File: config.mk
export PLATFORM = sky130hd
export DESIGN_NAME = mc_alu_controller_flat
export DESIGN_NICKNAME = d
export VERILOG_FILES = /design/src/rtl/mc_alu_if.sv /design/src/rtl/mc_alu_controller.sv /design/src/flat_wrapper.sv
export SDC_FILE = /design/constraint.sdc
export NUM_CORES = 1
export LEC_CHECK = 0
export CAP_MARGIN = 20
export CORE_UTILIZATION = 46
export DETAILED_ROUTE_END_ITERATION = 8
export GPL_TIMING_DRIVEN = 0
export PLACE_DENSITY_LB_ADDON = 0.2
export SYNTH_ARGS = -nofsm -noshare
export SYNTH_HDL_FRONTEND = slang
export SYNTH_SLANG_ARGS = --single-unit
File: constraint.sdc
create_clock -name clk -period 2.2 [get_ports clk]
set_clock_uncertainty 0.15 [all_clocks]
set_input_delay 0.33 -clock clk [delete_from_list [all_inputs] [get_ports clk]]
set_output_delay 0.33 -clock clk [all_outputs]
set_load 0.05 [all_outputs]
File: src/rtl/mc_alu_if.sv
// Control bus between the multi-cycle controller and the datapath.
// The controller drives every datapath enable and the ALU operation; the
// datapath supplies the instruction fields and the ALU zero flag.
// There is no valid/ready handshake on this bus: the datapath consumes the
// enables in the same cycle they are presented, and the controller samples
// opcode/funct only while it is in DECODE.
interface mc_alu_if #(
  parameter int CNT_W = 32
);
  logic [5:0]       opcode;
  logic [5:0]       funct;
  logic             aluZero;
  logic [2:0]       operation;
  logic             pcEn;
  logic             iorD;
  logic             memRead;
  logic             memWrite;
  logic             irWrite;
  logic             regDst;
  logic             memToReg;
  logic             regWrite;
  logic             aluSrcA;
  logic [1:0]       aluSrcB;
  logic [1:0]       pcSrc;
  logic             illegal;
  logic [CNT_W-1:0] retired;
  logic [3:0]       state_dbg;

  modport master (
    input  opcode, funct, aluZero,
    output operation, pcEn, iorD, memRead, memWrite, irWrite, regDst,
           memToReg, regWrite, aluSrcA, aluSrcB, pcSrc, illegal, retired,
           state_dbg
  );

  modport slave (
    output opcode, funct, aluZero,
    input  operation, pcEn, iorD, memRead, memWrite, irWrite, regDst,
           memToReg, regWrite, aluSrcA, aluSrcB, pcSrc, illegal, retired,
           state_dbg
  );
endinterface

File: src/rtl/mc_alu_controller.sv
// Multi-cycle MIPS control FSM. Outputs are registered from the next state,
// which is equivalent to a Moore decode of the state register. The only
// combinational paths are pcEn in BRANCH (follows aluZero) and the illegal
// pulse in DECODE (follows the live opcode/funct being decoded).
module mc_alu_controller #(
  parameter int CNT_W = 32
) (
  input  logic       clk,
  input  logic       rst_n,
  mc_alu_if.master   bus
);

  typedef enum logic [3:0] {
    S_IDLE      = 4'd0,
    S_FETCH     = 4'd1,
    S_DECODE    = 4'd2,
    S_R_EXEC    = 4'd3,
    S_R_WB      = 4'd4,
    S_MEM_ADDR  = 4'd5,
    S_MEM_READ  = 4'd6,
    S_MEM_WB    = 4'd7,
    S_MEM_WRITE = 4'd8,
    S_BRANCH    = 4'd9,
    S_I_EXEC    = 4'd10,
    S_I_WB      = 4'd11,
    S_JUMP      = 4'd12
  } state_t;

  localparam logic [2:0] ALU_NOP = 3'b000;
  localparam logic [2:0] ALU_ADD = 3'b001;
  localparam logic [2:0] ALU_SUB = 3'b010;
  localparam logic [2:0] ALU_AND = 3'b011;
  localparam logic [2:0] ALU_OR  = 3'b100;
  localparam logic [2:0] ALU_SLT = 3'b101;

  localparam logic [5:0] OPC_RTYPE = 6'b000000;
  localparam logic [5:0] OPC_LW    = 6'b100011;
  localparam logic [5:0] OPC_SW    = 6'b101011;
  localparam logic [5:0] OPC_BEQ   = 6'b000100;
  localparam logic [5:0] OPC_ADDI  = 6'b001000;
  localparam logic [5:0] OPC_SLTI  = 6'b001010;
  localparam logic [5:0] OPC_J     = 6'b000010;

  localparam logic [5:0] FN_ADD = 6'b100000;
  localparam logic [5:0] FN_SUB = 6'b100010;
  localparam logic [5:0] FN_AND = 6'b100100;
  localparam logic [5:0] FN_OR  = 6'b100101;
  localparam logic [5:0] FN_SLT = 6'b101010;

  // Where DECODE goes for a given encoding; unsupported ones return to FETCH.
  function automatic state_t decode_target(input logic [5:0] op, input logic [5:0] fn);
    state_t t;
    t = S_FETCH;
    case (op)
      OPC_RTYPE: if (fn == FN_ADD || fn == FN_SUB || fn == FN_AND ||
                     fn == FN_OR  || fn == FN_SLT) t = S_R_EXEC;
      OPC_LW, OPC_SW:     t = S_MEM_ADDR;
      OPC_BEQ:            t = S_BRANCH;
      OPC_ADDI, OPC_SLTI: t = S_I_EXEC;
      OPC_J:              t = S_JUMP;
      default:            t = S_FETCH;
    endcase
    return t;
  endfunction

  function automatic logic [2:0] alu_for_funct(input logic [5:0] fn);
    logic [2:0] a;
    case (fn)
      FN_ADD:  a = ALU_ADD;
      FN_SUB:  a = ALU_SUB;
      FN_AND:  a = ALU_AND;
      FN_OR:   a = ALU_OR;
      FN_SLT:  a = ALU_SLT;
      default: a = ALU_NOP;
    endcase
    return a;
  endfunction

  state_t           state_q, state_d;
  logic [5:0]       op_q, op_d;
  logic [5:0]       fn_q, fn_d;
  logic [CNT_W-1:0] retired_q, retired_d;
  logic [2:0]       operation_q, operation_d;
  logic             pc_en_q, pc_en_d;
  logic             iord_q, iord_d;
  logic             mem_read_q, mem_read_d;
  logic             mem_write_q, mem_write_d;
  logic             ir_write_q, ir_write_d;
  logic             reg_dst_q, reg_dst_d;
  logic             mem_to_reg_q, mem_to_reg_d;
  logic             reg_write_q, reg_write_d;
  logic             alu_src_a_q, alu_src_a_d;
  logic [1:0]       alu_src_b_q, alu_src_b_d;
  logic [1:0]       pc_src_q, pc_src_d;

  // Next state, latched IR fields, retire count, then outputs for the next state.
  always_comb begin
    state_d     = state_q;
    op_d        = op_q;
    fn_d        = fn_q;
    retired_d   = retired_q;
    case (state_q)
      S_IDLE:     state_d = S_FETCH;
      S_FETCH:    state_d = S_DECODE;
      S_DECODE: begin
        op_d    = bus.opcode;
        fn_d    = bus.funct;
        state_d = decode_target(bus.opcode, bus.funct);
      end
      S_R_EXEC:   state_d = S_R_WB;
      S_MEM_ADDR: state_d = (op_q == OPC_LW) ? S_MEM_READ : S_MEM_WRITE;
      S_MEM_READ: state_d = S_MEM_WB;
      S_I_EXEC:   state_d = S_I_WB;
      S_R_WB, S_MEM_WB, S_MEM_WRITE, S_BRANCH, S_I_WB, S_JUMP: begin
        state_d   = S_FETCH;
        retired_d = retired_q + 1'b1;
      end
      default:    state_d = S_IDLE;
    endcase

    operation_d  = ALU_NOP;
    pc_en_d      = 1'b0;
    iord_d       = 1'b0;
    mem_read_d   = 1'b0;
    mem_write_d  = 1'b0;
    ir_write_d   = 1'b0;
    reg_dst_d    = 1'b0;
    mem_to_reg_d = 1'b0;
    reg_write_d  = 1'b0;
    alu_src_a_d  = 1'b0;
    alu_src_b_d  = 2'b00;
    pc_src_d     = 2'b00;
    case (state_d)
      S_FETCH: begin
        mem_read_d  = 1'b1;
        ir_write_d  = 1'b1;
        alu_src_b_d = 2'b01;
        operation_d = ALU_ADD;
        pc_en_d     = 1'b1;
      end
      S_DECODE: begin
        alu_src_b_d = 2'b11;
        operation_d = ALU_ADD;
      end
      S_R_EXEC: begin
        alu_src_a_d = 1'b1;
        operation_d = alu_for_funct(fn_d);
      end
      S_R_WB: begin
        reg_dst_d   = 1'b1;
        reg_write_d = 1'b1;
      end
      S_MEM_ADDR: begin
        alu_src_a_d = 1'b1;
        alu_src_b_d = 2'b10;
        operation_d = ALU_ADD;
      end
      S_MEM_READ: begin
        mem_read_d = 1'b1;
        iord_d     = 1'b1;
      end
      S_MEM_WB: begin
        mem_to_reg_d = 1'b1;
        reg_write_d  = 1'b1;
      end
      S_MEM_WRITE: begin
        mem_write_d = 1'b1;
        iord_d      = 1'b1;
      end
      // pcEn here comes from aluZero on the output path, not from a flop.
      S_BRANCH: begin
        alu_src_a_d = 1'b1;
        operation_d = ALU_SUB;
        pc_src_d    = 2'b01;
      end
      S_I_EXEC: begin
        alu_src_a_d = 1'b1;
        alu_src_b_d = 2'b10;
        operation_d = (op_d == OPC_SLTI) ? ALU_SLT : ALU_ADD;
      end
      S_I_WB:  reg_write_d = 1'b1;
      S_JUMP: begin
        pc_src_d = 2'b10;
        pc_en_d  = 1'b1;
      end
      default: ;
    endcase
  end

  // State, IR latch, retire counter and registered outputs; async reset clears all strobes.
  always_ff @(posedge clk or negedge rst_n) begin
    if (!rst_n) begin
      state_q      <= S_IDLE;
      op_q         <= '0;
      fn_q         <= '0;
      retired_q    <= '0;
      operation_q  <= ALU_NOP;
      pc_en_q      <= 1'b0;
      iord_q       <= 1'b0;
      mem_read_q   <= 1'b0;
      mem_write_q  <= 1'b0;
      ir_write_q   <= 1'b0;
      reg_dst_q    <= 1'b0;
      mem_to_reg_q <= 1'b0;
      reg_write_q  <= 1'b0;
      alu_src_a_q  <= 1'b0;
      alu_src_b_q  <= 2'b00;
      pc_src_q     <= 2'b00;
    end else begin
      state_q      <= state_d;
      op_q         <= op_d;
      fn_q         <= fn_d;
      retired_q    <= retired_d;
      operation_q  <= operation_d;
      pc_en_q      <= pc_en_d;
      iord_q       <= iord_d;
      mem_read_q   <= mem_read_d;
      mem_write_q  <= mem_write_d;
      ir_write_q   <= ir_write_d;
      reg_dst_q    <= reg_dst_d;
      mem_to_reg_q <= mem_to_reg_d;
      reg_write_q  <= reg_write_d;
      alu_src_a_q  <= alu_src_a_d;
      alu_src_b_q  <= alu_src_b_d;
      pc_src_q     <= pc_src_d;
    end
  end

  assign bus.operation = operation_q;
  assign bus.pcEn      = pc_en_q | ((state_q == S_BRANCH) & bus.aluZero);
  assign bus.iorD      = iord_q;
  assign bus.memRead   = mem_read_q;
  assign bus.memWrite  = mem_write_q;
  assign bus.irWrite   = ir_write_q;
  assign bus.regDst    = reg_dst_q;
  assign bus.memToReg  = mem_to_reg_q;
  assign bus.regWrite  = reg_write_q;
  assign bus.aluSrcA   = alu_src_a_q;
  assign bus.aluSrcB   = alu_src_b_q;
  assign bus.pcSrc     = pc_src_q;
  assign bus.illegal   = (state_q == S_DECODE) &&
                         (decode_target(bus.opcode, bus.funct) == S_FETCH);
  assign bus.retired   = retired_q;
  assign bus.state_dbg = state_q;

endmodule
File: src/flat_wrapper.sv
// flat-port wrapper written by rule: the top's interface ports become plain ports
module mc_alu_controller_flat 
#(
  parameter int CNT_W = 32
)
  (clk, rst_n, bus_opcode, bus_funct, bus_aluZero, bus_operation, bus_pcEn, bus_iorD, bus_memRead, bus_memWrite, bus_irWrite, bus_regDst, bus_memToReg, bus_regWrite, bus_aluSrcA, bus_aluSrcB, bus_pcSrc, bus_illegal, bus_retired, bus_state_dbg);
  mc_alu_if #(.CNT_W(CNT_W)) bus_i ();
  input  logic clk;
  input  logic rst_n;
  input wire logic [$bits(bus_i.opcode)-1:0] bus_opcode;
  input wire logic [$bits(bus_i.funct)-1:0] bus_funct;
  input wire logic [$bits(bus_i.aluZero)-1:0] bus_aluZero;
  output wire logic [$bits(bus_i.operation)-1:0] bus_operation;
  output wire logic [$bits(bus_i.pcEn)-1:0] bus_pcEn;
  output wire logic [$bits(bus_i.iorD)-1:0] bus_iorD;
  output wire logic [$bits(bus_i.memRead)-1:0] bus_memRead;
  output wire logic [$bits(bus_i.memWrite)-1:0] bus_memWrite;
  output wire logic [$bits(bus_i.irWrite)-1:0] bus_irWrite;
  output wire logic [$bits(bus_i.regDst)-1:0] bus_regDst;
  output wire logic [$bits(bus_i.memToReg)-1:0] bus_memToReg;
  output wire logic [$bits(bus_i.regWrite)-1:0] bus_regWrite;
  output wire logic [$bits(bus_i.aluSrcA)-1:0] bus_aluSrcA;
  output wire logic [$bits(bus_i.aluSrcB)-1:0] bus_aluSrcB;
  output wire logic [$bits(bus_i.pcSrc)-1:0] bus_pcSrc;
  output wire logic [$bits(bus_i.illegal)-1:0] bus_illegal;
  output wire logic [$bits(bus_i.retired)-1:0] bus_retired;
  output wire logic [$bits(bus_i.state_dbg)-1:0] bus_state_dbg;
  assign bus_i.opcode = bus_opcode;
  assign bus_i.funct = bus_funct;
  assign bus_i.aluZero = bus_aluZero;
  assign bus_operation = bus_i.operation;
  assign bus_pcEn = bus_i.pcEn;
  assign bus_iorD = bus_i.iorD;
  assign bus_memRead = bus_i.memRead;
  assign bus_memWrite = bus_i.memWrite;
  assign bus_irWrite = bus_i.irWrite;
  assign bus_regDst = bus_i.regDst;
  assign bus_memToReg = bus_i.memToReg;
  assign bus_regWrite = bus_i.regWrite;
  assign bus_aluSrcA = bus_i.aluSrcA;
  assign bus_aluSrcB = bus_i.aluSrcB;
  assign bus_pcSrc = bus_i.pcSrc;
  assign bus_illegal = bus_i.illegal;
  assign bus_retired = bus_i.retired;
  assign bus_state_dbg = bus_i.state_dbg;
  mc_alu_controller #(.CNT_W(CNT_W)) u_core (.clk(clk), .rst_n(rst_n), .bus(bus_i));
endmodule
# Word-level counts from Yosys, hierarchy flattened
# Index checks and enable logic that the tools add are counted.
[word_totals]
ff_bits = 64
input_bits = 15
output_inout_bits = 53
wordCells = 100
[op_classes]
addsub = 1
n_eq_ne = 43
n_mux = 20
bitwise_logic = 2
n_reduce_logical = 18
[ops]
columns = ["cell", "n"]
rows = [
  ["$eq 6x6->1 const B", 13],
  ["$eq 4x4->1 const B", 10],
  ["$add 32x1->32 const B", 1],
  ["$eq 4x3->1 const B", 8],
  ["$pmux 4 s7", 1],
  ["$pmux 4 s5", 1],
  ["$eq 6x4->1 const B", 3],
  ["$eq 4x2->1 const B", 4],
  ["$pmux 3 s5", 1],
  ["$eq 4x1->1 const B", 3],
  ["$mux 6", 2],
  ["$pmux 3 s4", 1],
  ["$reduce_or 2->1", 6],
  ["$mux 1", 9],
  ["$reduce_or 7->1", 1],
  ["$eq 6x2->1 const B", 1],
  ["$eq 6x3->1 const B", 1],
  ["$logic_not 6->1", 1],
  ["$pmux 2 s3", 1],
  ["$reduce_or 3->1", 2],
  ["$reduce_or 6->1", 1],
  ["$logic_not 4->1", 1],
  ["$logic_or 1x1->1", 4],
  ["$mux 4", 1],
  ["7 further kinds", 7],
]

# Longest topological paths before layout
# Gate-level depths: netlist of run 1.
[logic_depth]
depth_word = 11
mapped_depth = 8
mapped_depth_nobuf = 6

# Least setup slack after synthesis of run 1
# Ideal clock, no wire load.
[synth_path]
path_type = "register to output"
startpoint = "register u_core.state_q[1], in the netlist u_core.bus.state_dbg[1]"
endpoint = "output bus_illegal"
arrival_time_ps = 2584
t_required_ps = 1720
slack_ps = -864
stages_incl_launch_ff = 6
n_path_buf = 2
cell_sequence = "dfrtp_1 > buf_2 > nor2b_1 > nand2_1 > clkbuf_1 > nor3_1"
[synth_via]
elab_chain_len = 2
[synth_lines]
columns = ["item", "line", "source"]
rows = [
  ["start, declared", "mc_alu_controller.sv:79", "state_t state_q, state_d;"],
  ["start signal, assigned", "mc_alu_controller.sv:210", "state_q <= state_d;"],
  ["$eq 4x2->1", "mc_alu_controller.sv:241", "assign bus.illegal = (state_q == S_DECODE) &&"],
  ["$logic_and 1x1->1", "mc_alu_controller.sv:241", ""],
  ["end, declared", "flat_wrapper.sv:25", "output wire logic [$bits(bus_i.illegal)-1:0] bus_illegal;"],
]
# No other way between the ends.

# Worst setup path after layout of run 1
[layout_path]
startpoint = "register u_core.state_q[0], in the netlist u_core.bus.state_dbg[0]"
endpoint = "register u_core.operation_q[2], in the netlist u_core.bus.operation[2]"
[layout_via]
word_cells_on_any_way = 33
cone_classes = "24 x eq/ne; 6 x mux; 3 x reduce/logical"
[layout_lines]
columns = ["item", "line", "source"]
rows = [
  ["$eq 4x2->1 *", "mc_alu_controller.sv:102", "case (state_q)"],
  ["$mux 6 *", "mc_alu_controller.sv:102", ""],
  ["named net u_core.fn_d[1]", "mc_alu_controller.sv:81", "logic [5:0] fn_q, fn_d;"],
  ["$eq 6x6->1", "mc_alu_controller.sv:68", "case (fn)"],
  ["$pmux 3 s5 *", "mc_alu_controller.sv:68", ""],
  ["$pmux 3 s4 *", "mc_alu_controller.sv:133", "case (state_d)"],
  ["named net u_core.operation_d[2]", "mc_alu_controller.sv:83", "logic [2:0] operation_q, operation_d;"],
  ["end signal, assigned", "mc_alu_controller.sv:214", "operation_q <= operation_d;"],
  ["end, declared", "mc_alu_controller.sv:83", ""],
]
# The timed path passes the listed nets; every way through them passes the cells marked *.
# A chain may end at the register's enable or synchronous reset.

==> impl_results.md, run 1 <==
- Wire length of the first global-routing pass: ~12000 um
- CTS tree: yes
- RSZ-0062 raised after global routing: yes
- Total Routing Usage GR: 0.210
- Clock period minus final worst setup slack: ~2200 ps
- Leading cell types by count after synthesis: dfrtp_1, nand2_1, xnor2_1
- Worst Max-Slew Pin Slew: approximately 790 ps
- Power per cell area: 1240 mW/mm^2
- DR iter-0 viols: 133
- Signed area change from the synthesized netlist to the final layout: 40.1%
- Post-route fraction of the period consumed by the critical path: 1.00
- I/O pin total: between 60 and 70
- Number of slew-limit violations in the final report: 0
- Post-placement worst setup slack: -785 ps
- Proportion of synthesized chip area in sequential cells: 0.519
- Overall Power: 5360 uW
- Placer congestion estimate: between 0.8 and 0.9
- Area leader, netlist: dfrtp_1
- Crit path max fanout: 8
- Remaining antenna violation count after routing: 0
- Number of distinct library cells after synthesis: 54
- Post-Synthesis Net Count: 317
- Number of search-and-repair iterations in the first detailed-routing pass: 6
- Fraction of layout cells with a size suffix above 1: 0.184
- Total number of clock tree sinks: 64
- Worst endpoint data arrival time: 2330 ps
- HPWL after detailed placement: 4700 um
- Die Footprint: 0.00703 sq mm
- Via total after detailed routing: between 2k and 3k
- Area of the mapped netlist: 0.00308 sq mm
- Type of the worst setup path: register to register
- Cell with the most instances after synthesis: dfrtp_1
- Number of global-route vias before repair: ~2.4k
- Placed cells: 445
- Dominant cells by area after synthesis: dfrtp_1, xnor2_1, nand2_1, nand3_1, xor2_1
- Number of rows in the core area: 29
- Setup ws final: -9.67 ps
- FF+latch count, synth: 64
- Number of buffers created by CTS: 9
- Count of endpoints failing hold in the final timing report: 0
- Per-cell routed wire length: around 15 um
- Max-capacitance violation count: 0
- Clock Latency Late Sink: 340 ps
- Violated checks: DRC, setup timing
- Utilization of the core after routing: 0.673
- H-tree depth: 3
- Remaining global-route overflow: 0
- Worst min path class: primary input to register
- Largest net degree at the start of global routing: 65
- Die Span X: 83.9 um
- Library cell used as clock root buffer: clkbuf_8
- Placeable core area: 0.00642 sq mm
- Most used routing layer: met2
- Final cell count without fillers: 474
- Clock-pin slew of the registers on the worst-case setup and hold paths: 70 ps
- Maximum resistive drop on vdd: 846 uV
- Routed wire length: between 7000 and 8000 um
- Synthesized instance count: between 300 and 400
- Antenna diode count: 0
- Maximum count of clock buffers along a single path: 2
- Critical path startpoint category: register
- Via count normalized by instance count: roughly 5.3
- Initial cell density of the core: 0.480
- Post-Syn Area per Cell: 10.2 sq um
- Fraction of met3 tracks used by global routing: 0.0495
- Share of the synthesized area in the top cell type: 0.519
- Height of the die: 83.9 um
- Static power due to leakage: 0.00198 uW
- Slew margin rel.: 0.474
- Met1 track utilization from global routing: 0.274
- Post-layout nets: 408
- Number of flops mapped to enable cells by yosys: 0
- Antenna violations before repair: 0
- Crit path required time: around 2300 ps
- Leading register cell type out of synthesis: dfrtp_1
- Register-to-Register Setup Slack: -10 ps
- Setup TNS: -9.67 ps
- Number of buffers added on ports: 67
- Result of the run: finished with violations
- Proportion of synthesized flip-flops having asynchronous set or reset: 1.00
- Synth warnings: 0
- Global Route met2 Usage: 0.338
- Maximum achievable frequency: around 450 MHz
- Critical path endpoint category: register
- Count of final setup violators: 1
- Drt drc: 12
## critical path: stages, from the launching register on
cell and delay, ps:
dfrtp_2 410, buf_8 140, nor4b_4 290, buf_6 190, mux2i_4 270, inv_2 70
o41ai_4 330, nand3_1 130, a21oi_2 150
## layer usage
| metal | up-vias | part of all wire |
|---|---|---|
| li1 | 1224 | - |
| met1 | 1233 | 0.44 |
| met2 | 66 | 0.50 |
| met3 | 9 | 0.049 |
| met4 | 0 | 0.012 |
| met5 | - | 0 |
## where the power goes
group          internal [uW]  total (uW)  switching (uW)
Sequential              1470        1660             190
Clock                    442         897             455
Combinational           1120        2790            1680
## logic make-up (layout without fill, tap and decap cells)
family                   Yosys count  after routing  synth area share
buffers and inverters             19            115            0.0292
XOR/XNOR                          34             34            0.0966
multiplexers                       7              7            0.0235
adder cells (fa/ha/maj)            1              1           0.00406
flip-flops                        64             64             0.519
AO/OA/AOI/OAI                     31             31            0.0722
AND/OR/NAND/NOR                  145            145             0.255
## final cells by class
type / count / area, sq um
buffer: 9 / 75.1
tap: 77 / 96.3
timing repair buffer: 80 / 771
sequential: 64 / 1610
clock inverter: 4 / 30.0
fill: 508 / 2100
clock buffer: 12 / 145
multi-input combinational: 218 / 1560
inverter: 10 / 37.5
## path summary, 6_finish.rpt
check | start | endpoint | depth (start not counted)
worst max-delay path | u_core.bus.state_dbg[0]$_DFF_PN0_ | u_core.bus.operation[2]$_DFF_PN0_ | 8
worst min-delay path | bus_opcode[2] | u_core.op_q[2]$_DFF_PN0_ | 3
worst max register to register | u_core.bus.state_dbg[0]$_DFF_PN0_ | u_core.bus.operation[2]$_DFF_PN0_ | 8
worst min register to register | u_core.bus.retired[31]$_DFFE_PN0P_ | u_core.bus.retired[31]$_DFFE_PN0P_ | 1
max in group asynchronous | rst_n | u_core.bus.state_dbg[0]$_DFF_PN0_ | 2
min in group asynchronous | rst_n | u_core.bus.retired[24]$_DFFE_PN0P_ | 2
## through the flow
step	instance area, sq um	hold WS [ps]
after global placement	3870	304
final	4320	181
after detailed placement	3870	311
after floorplan	3110	-116
after CTS	4170	257
after global routing	4320	190
## repair_timing
item | CTS | global route
gates resized for setup | 37 | 21
hold buffers | 1 | 0
setup endpoints to repair | 11 | 20
pin swaps | 3 | 8
setup buffers | 4 | 8
hold endpoints to repair | 64 | 0
## state kept, by name, summed over array words and instances, names as in the netlist, 2 cells and up
signal	cells
u_core.bus.retired	32
u_core.bus.pcSrc	2
u_core.bus.state_dbg	4
u_core.bus.aluSrcB	2
u_core.op_q	6
u_core.fn_q	6
u_core.bus.operation	3
## cells in the final DEF, fill, tap and decap left out, types with 3 or more instances in the layout
| cell type | synthesis | layout |
|---|---|---|
| clkdlybuf4s50_1 | 0 | 57 |
| mux2i_4 | 0 | 3 |
| inv_1 | 10 | 8 |
| dlygate4sd2_1 | 0 | 4 |
| and3_1 | 9 | 9 |
| dfrtp_2 | 0 | 4 |
| clkbuf_8 | 0 | 10 |
| a21oi_1 | 7 | 5 |
| nand2b_1 | 5 | 4 |
| dlymetal6s2s_1 | 0 | 3 |
| nand3_1 | 21 | 21 |
| nor2_1 | 21 | 19 |
| xnor2_1 | 24 | 24 |
| o21ai_0 | 3 | 3 |
| nor3_1 | 4 | 3 |
| xor2_1 | 10 | 10 |
| buf_6 | 1 | 4 |
| nand4_1 | 8 | 8 |
| or3_1 | 4 | 3 |
| and2_1 | 3 | 3 |
| buf_2 | 6 | 4 |
| dfrtp_1 | 64 | 60 |
| buf_4 | 1 | 15 |
| nand2_1 | 45 | 44 |
Power figures use the tool's default switching activity.
==> inputs of run 2 (changes only) <==
--- a/config.mk
+++ b/config.mk
@@ -5,7 +5,7 @@
 export SDC_FILE = /design/constraint.sdc
 export NUM_CORES = 1
 export LEC_CHECK = 0
-export CAP_MARGIN = 20
+export CORE_MARGIN = 2
 export CORE_UTILIZATION = 46
 export DETAILED_ROUTE_END_ITERATION = 8
 export GPL_TIMING_DRIVEN = 0
==> impl_results.md, run 2 (synthesized netlist as in run 1, its figures left out) <==
- Most frequent cells in the layout: dfrtp_1, clkdlybuf4s50_1, nand2_1
- Antenna violations before repair: 0
- Library cell used as clock root buffer: clkbuf_8
- Clock period minus final worst setup slack: about 2200 ps
- Drt drc: 5
- Power per cell area: 1280 mW/mm^2
- Total number of clock tree sinks: 64
- RSZ-0062 raised after global routing: yes
- Routed wire length: between 7000 and 8000 um
- DR iter-0 viols: 105
- Static power due to leakage: 0.00200 uW
- Overall Power: 5600 uW
- Critical path startpoint category: register
- Maximum resistive drop on vdd: around 1000 uV
- Crit path required time: about 2300 ps
- Via total after detailed routing: roughly 2.5k
- Maximum count of clock buffers along a single path: 2
- Die Span X: around 86 um
- Most common cell after layout, fill and taps aside: dfrtp_1
- CTS tree: yes
- Count of endpoints failing hold in the final timing report: 0
- Clock Latency Late Sink: 330 ps
- Number of global-route vias before repair: 2427
- Max-capacitance violation count: 0
- Placer congestion estimate: 0.860
- Number of buffers created by CTS: 9
- Placed cells: 445
- Height of the die: 85.9 um
- Via count normalized by instance count: between 5 and 6
- WHS: 199 ps
- Crit path max fanout: 9
- Number of slew-limit violations in the final report: 0
- Signed area change from the synthesized netlist to the final layout: 41.7%
- Remaining antenna violation count after routing: 0
- I/O pin total: 68
- Antenna diode count: 0
- Total Routing Usage GR: 0.201
- Slew margin rel.: 0.471
- Worst Max-Slew Pin Slew: 794 ps
- Placeable core area: 0.00642 sq mm
- Fraction of layout cells with a size suffix above 1: 0.184
- Initial cell density of the core: 0.480
- Worst min path class: primary input to register
- Largest net degree at the start of global routing: 65
- H-tree depth: 3
- Wire length of the first global-routing pass: 11500 um
- Final cell count without fillers: 473
- Post-route fraction of the period consumed by the critical path: 0.996
- Type of the worst setup path: register to register
- Number of search-and-repair iterations in the first detailed-routing pass: 6
- Number of buffers added on ports: 67
- Result of the run: finished with violations
- Die Footprint: 0.00737 sq mm
- Critical path endpoint category: register
- Worst endpoint data arrival time: 2300 ps
- Violated checks: DRC
- Remaining global-route overflow: 0
- Utilization of the core after routing: 0.680
- HPWL after detailed placement: 4750 um
- Flip-flop count of the largest register, all copies and words added: 32
- Post-layout nets: 408
- Per-cell routed wire length: 14.9 um
- Maximum achievable frequency: 456 MHz
- Clock-pin slew of the registers on the worst-case setup and hold paths: 70 ps
- Number of rows in the core area: 29
- Count of final setup violators: 0
-- run 2: worst paths after layout --
| check | start | endpoint | slack (ps) | cells past startpoint |
|---|---|---|---|---|
| max | u_core.bus.state_dbg[0]$_DFF_PN0_ | u_core.bus.operation[2]$_DFF_PN0_ | 8 | 7 |
| min | bus_opcode[2] | u_core.op_q[2]$_DFF_PN0_ | 200 | 3 |
| max reg2reg | u_core.bus.state_dbg[0]$_DFF_PN0_ | u_core.bus.operation[2]$_DFF_PN0_ | 8 | 7 |
| min reg2reg | u_core.bus.retired[31]$_DFFE_PN0P_ | u_core.bus.retired[31]$_DFFE_PN0P_ | 320 | 1 |
| max in group asynchronous | rst_n | u_core.bus.state_dbg[0]$_DFF_PN0_ | 850 | 2 |
| min in group asynchronous | rst_n | u_core.bus.retired[26]$_DFFE_PN0P_ | 470 | 2 |
-- run 2: metrics by stage --
stage	setup WS [ps]	setup TNS (ps)	cell area, sq um
6_report	8.11	0	4370
3_5_place_dp	-789	-4530	3870
3_3_place_gp	-1630	-94270	3870
4_1_cts	5.44	0	4210
5_1_grt	-64.3	-147	4370
2_1_floorplan	-63.0	-122	3110
-- run 2: where the power goes --
group / switching (uW) / internal [uW] / leakage, uW
clock network: 435 / 693 / 0.000112
registers: 199 / 1470 / 0.000839
logic: 1650 / 1150 / 0.00105
total: 2280 / 3320 / 0.00200
-- run 2: layout make-up --
cell class              count  area (sq um)
fillers                   481          2050
well taps                  77          96.3
plain buffers               9          88.8
multi-input cells         218          1550
clock buffers              12           155
flip-flops and latches     64          1610
inverters                  10          37.5
repair buffers             80           771
clock inverters             3          65.1
-- run 2: routing by layer --
| metal | vias up | track usage | share of wire |
|---|---|---|---|
| met5 | - | 0 | 0 |
| met4 | 0 | 0.0895 | 0.015 |
| li1 | 1223 | - | - |
| met3 | 12 | 0.0414 | 0.049 |
| met1 | 1217 | 0.256 | 0.44 |
| met2 | 72 | 0.331 | 0.49 |
-- run 2: what timing repair did --
item / in CTS / in global routing
setup buffers: 3 / 9
endpoints found under the hold margin: 64 / 0
hold buffers: 1 / 0
gates resized for setup: 36 / 24
setup endpoints to repair: 14 / 23
pin swaps: 6 / 11
cloned: 0 / 0
-- run 2: critical path, stage by stage (launching register included) --
cell     delay, ps
dfrtp_2        420
buf_12         150
nor4b_4        280
buf_6          200
mux2_4         330
o41ai_2        290
nand3_1        130
a21oi_2        170
